File: src/rtl/serial_add_sub.sv
// serial_add_sub: bit-serial adder/subtractor, LSB first, one bit per clock.
// A single full-adder cell plus a carry flop does all arithmetic; operands are
// loaded into shift registers on an accepted start and the sum bits are shifted
// into the result register from the MSB end.
//
// Ports:
//   clk        rising-edge clock
//   rst_n      asynchronous active-low reset
//   start      request, sampled only while busy=0
//   sub        0: a+b, 1: a-b (sampled with start)
//   a, b       WIDTH-bit operands (sampled with start)
//   busy       high while bits are being processed (WIDTH cycles)
//   done       one-cycle pulse; result/flags valid from this cycle
//   result     WIDTH-bit sum/difference, modulo 2^WIDTH
//   carry_out  final carry; in sub mode 1 = no borrow
//   overflow   signed overflow (carry into MSB xor carry out of MSB)
module serial_add_sub #(
  parameter int WIDTH = 8
) (
  input  logic             clk,
  input  logic             rst_n,
  input  logic             start,
  input  logic             sub,
  input  logic [WIDTH-1:0] a,
  input  logic [WIDTH-1:0] b,
  output logic             busy,
  output logic             done,
  output logic [WIDTH-1:0] result,
  output logic             carry_out,
  output logic             overflow
);

  localparam int CW = $clog2(WIDTH);
  localparam logic [CW-1:0] LAST = CW'(WIDTH - 1);

  typedef enum logic [1:0] {
    S_IDLE,
    S_SHIFT,
    S_DONE
  } state_t;

  state_t           state_q, state_d;
  logic [WIDTH-1:0] sreg_a_q, sreg_a_d;
  logic [WIDTH-1:0] sreg_b_q, sreg_b_d;
  logic [WIDTH-1:0] result_q, result_d;
  logic [CW-1:0]    cnt_q, cnt_d;
  logic             carry_q, carry_d;
  logic             carry_out_q, carry_out_d;
  logic             overflow_q, overflow_d;

  // Full-adder cell on the current bit slice.
  logic fa_sum, fa_cout;
  always_comb begin
    fa_sum  = sreg_a_q[0] ^ sreg_b_q[0] ^ carry_q;
    fa_cout = (sreg_a_q[0] & sreg_b_q[0]) |
              (sreg_a_q[0] & carry_q) |
              (sreg_b_q[0] & carry_q);
  end

  always_comb begin
    state_d     = state_q;
    sreg_a_d    = sreg_a_q;
    sreg_b_d    = sreg_b_q;
    result_d    = result_q;
    cnt_d       = cnt_q;
    carry_d     = carry_q;
    carry_out_d = carry_out_q;
    overflow_d  = overflow_q;

    case (state_q)
      S_IDLE, S_DONE: begin
        state_d = S_IDLE;
        if (start) begin
          // Subtraction is a + ~b + 1: invert b and seed the carry with 1.
          sreg_a_d = a;
          sreg_b_d = sub ? ~b : b;
          carry_d  = sub;
          cnt_d    = '0;
          state_d  = S_SHIFT;
        end
      end
      S_SHIFT: begin
        result_d = {fa_sum, result_q[WIDTH-1:1]};
        sreg_a_d = {1'b0, sreg_a_q[WIDTH-1:1]};
        sreg_b_d = {1'b0, sreg_b_q[WIDTH-1:1]};
        carry_d  = fa_cout;
        cnt_d    = cnt_q + CW'(1);
        if (cnt_q == LAST) begin
          // carry_q here is the carry into the MSB.
          carry_out_d = fa_cout;
          overflow_d  = carry_q ^ fa_cout;
          state_d     = S_DONE;
        end
      end
      default: state_d = S_IDLE;
    endcase
  end

  always_ff @(posedge clk or negedge rst_n) begin
    if (!rst_n) begin
      state_q     <= S_IDLE;
      sreg_a_q    <= '0;
      sreg_b_q    <= '0;
      result_q    <= '0;
      cnt_q       <= '0;
      carry_q     <= 1'b0;
      carry_out_q <= 1'b0;
      overflow_q  <= 1'b0;
    end else begin
      state_q     <= state_d;
      sreg_a_q    <= sreg_a_d;
      sreg_b_q    <= sreg_b_d;
      result_q    <= result_d;
      cnt_q       <= cnt_d;
      carry_q     <= carry_d;
      carry_out_q <= carry_out_d;
      overflow_q  <= overflow_d;
    end
  end

  assign busy      = (state_q == S_SHIFT);
  assign done      = (state_q == S_DONE);
  assign result    = result_q;
  assign carry_out = carry_out_q;
  assign overflow  = overflow_q;

endmodule

File: config.mk
export PLATFORM = sky130hd
export DESIGN_NAME = serial_add_sub
export DESIGN_NICKNAME = d
export VERILOG_FILES = /design/src/rtl/serial_add_sub.sv
export SDC_FILE = /design/constraint.sdc
export NUM_CORES = 1
export LEC_CHECK = 0
export ABC_CLOCK_PERIOD_IN_PS = 1900
export BUFFER_PORTS_ARGS = -buffer_cell sky130_fd_sc_hd__buf_2
export CAP_MARGIN = 0
export CORE_MARGIN = 2
export CORE_UTILIZATION = 55
export CTS_BUF_LIST = sky130_fd_sc_hd__clkbuf_4 sky130_fd_sc_hd__clkbuf_8
export DETAILED_ROUTE_END_ITERATION = 8
export HOLD_SLACK_MARGIN = 0.03
export PLACE_DENSITY = 0.85
export SYNTH_ARGS = -nofsm -noshare
export SYNTH_HDL_FRONTEND = slang
export SYNTH_SLANG_ARGS = --single-unit
File: constraint.sdc
create_clock -name clk -period 1.9 [get_ports clk]
set_clock_uncertainty 0.05 [all_clocks]
set_input_delay 0.19 -clock clk [delete_from_list [all_inputs] [get_ports clk]]
set_output_delay 0.19 -clock clk [all_outputs]
set_load 0.1 [all_outputs]
==> results.yml <==
cells_and_area:
  area_delta_synth_final_pct: 16.5
  fin_area_mm2: 0.00166
  fin_nets: 163
  drive_gt1_share_pct: 37.1
  antennaDiodeCount: 0
  fillers: 202
sta:
  setup_viol_count_final: 0
  rsz0062_at_grt: "false"
  fin_ws_ps: 213
  fin_tns_setup_ps: 0
  maxSlewHeadroom_pct: 48.0
  period_needed_ps: 1690
  slew_violations: 0
  max_freq_mhz: 593
  hold_viol_final: 0
  tightest_slew_ps: 780
  fin_crit_sh_pct: 88.8
clock_tree:
  cts.clk_slew.worst_paths_ps: 90
  h-tree-depth: 2
  cts_setup_buffers: 0
  cts_tree: "done"
  cts_buffers: 5
  insertion_delay_ps: 330
  clockBufferDepth: 2
  root_buffer: "clkbuf_4"
  clkSinkCount: 32
placed_design:
  dpl_cell_area_mm2: 0.00158
  gp_congestion: 0.734
  port_buffers: 31
  dp_hpwl_um: 1760
  detailedPlace.worstSlack_ps: -2.54
critical_path:
  start_kind: "flip-flop"
  cp.required_ps: 1660
  setup.worst_path.class: "reg2out"
  crit_fanout: 30
  worst_setup_path_end_kind: "output port"
  cp.arrival_ps: 1450
floorplan:
  start_util_pct: 57.9
  coreArea_mm2: 0.00245
  num_io_pins: 32
  num_rows: 18
  die-area_mm2: 0.00301
  die_y_um: 54.8
  die_w_um: 54.8
logic_synthesis:
  yosysWarningCount: 0
  synth_cells: 106
  yosys_register_bits: 32
  yosys.area.top_type: "dfrtp_1"
  synth_edf_count: 0
  synthArstFlopShare_pct: 100
  yosysMostFrequentCell: "dfrtp_1"
  ys_types: 22
  syn_area_mm2: 0.00142
  synth_seq_area_share_pct: 56.3
  synth_area_leaders: "dfrtp_1, mux2_2, a22o_1"
  syn-num-nets: 129
  avgSynthCellArea_um2: 13.4
  synthFlopType: "dfrtp_1"
  synth_common_cells: "dfrtp_1, a22o_1, mux2_2"
  yosys.area.top_type_share_pct: 56.3
grt:
  grt_max_degree: 33
  overflow: 0
  grt_pass1_wl_um: 4180
  antenna_found_initial: 0
  grt_util_all_layers_pct: 20.8
  grt_pass1_vias: 926
drt:
  wl_per_cell_um: 15.0
  viasPerCell: 5.61
  num_vias: 953
  drtIter0Drc: 22
  drc: 0
  drt_first_pass_iters: 4
  wirelength_um: 2550
  postRouteAntennaNets: 0
min_path:
  hold_class: "in2reg"
run:
  maxCapViolCount: 0
status:
  status: "finished clean"
-- critical path: stages (launching register included) --
cell and delay (ps):
dfrtp_1 420, nor2b_4 130, buf_4 340, buf_12 220
-- final timing paths --
kind / from / to / slack (ps) / cells past startpoint
max in group asynchronous: rst_n / sreg_b_q[2] / 980 / 2
hold / removal: a[3] / sreg_a_q[3] / 100 / 3
hold reg to reg: sreg_a_q[6] / sreg_a_q[6] / 440 / 1
setup / recovery: state_q[1] / busy / 210 / 3
min in group asynchronous: rst_n / result[6] / 380 / 2
setup reg to reg: state_q[1] / carry_out / 270 / 4
-- flip-flops by register name, indices dropped and copies added, names as in the netlist --
register / count
carry_out: 1
carry_q: 1
cnt_q: 3
overflow: 1
result: 8
sreg_a_q: 8
sreg_b_q: 8
state_q: 2
-- area by class of cell --
class,count,area [µm²],share of cell area [%]
Clock buffer,6,45.0,2.72
Clock inverter,1,5.00,0.302
Inverter,1,3.75,0.227
Multi-Input combinational cell,65,559,33.8
Sequential cell,32,801,48.3
Tap cell,30,37.5,2.27
Timing Repair Buffer,35,205,12.4
-- stage by stage --
stage / hold WS [ps] / std cells / util [%]
after floorplan: -156 / 106 / -
after CTS: 87.6 / 170 / 67.5
after detailed placement: 220 / 161 / 64.5
after global placement: 204 / 161 / 64.5
final: 101 / 170 / 67.5
after global routing: 98.6 / 170 / 67.5
-- placed cells by master (no fill, tap or decap), types with 2 or more instances in the layout --
| master | n |
|---|---|
| a21o_1 | 8 |
| mux2_2 | 10 |
| ha_1 | 2 |
| a21oi_1 | 2 |
| dfrtp_1 | 32 |
| dlygate4sd3_1 | 2 |
| a22o_1 | 12 |
| nor2_1 | 7 |
| clkbuf_4 | 6 |
| buf_2 | 30 |
| a221o_1 | 7 |
| xnor2_1 | 8 |
| buf_4 | 2 |
-- cell families (layout without fill, tap and decap cells) --
logic type                 count (synthesis)  count (layout)  synth area share, %
DFF                                       32              32                 56.3
adders and majority gates                  3               3                 3.17
buffers and inverters                      9              43                 4.49
AOI/OAI and AO/OA                         30              30                 17.6
xor gates and xnor gates                   9               9                 5.55
muxes                                     10              10                 7.92
and+or+nand+nor                           13              13                 4.93
-- routing by layer --
metal / wire (µm) / vias up / track usage, %
met5: 0 / - / 0
met4: 25 / 0 / 9.17
met3: 134 / 4 / 8.20
met2: 1290 / 24 / 32.1
met1: 1090 / 480 / 25.7
li1: - / 445 / -
-- timing repair --
item	CTS	global route
resized for setup	1	0
hold buffers	2	0
setup endpoints to repair	7	0
hold endpoints to repair	33	0
Power is left out: the tool's default activity adds up to more than one toggle a clock period on the data nets, which glitch-free logic cannot reach.
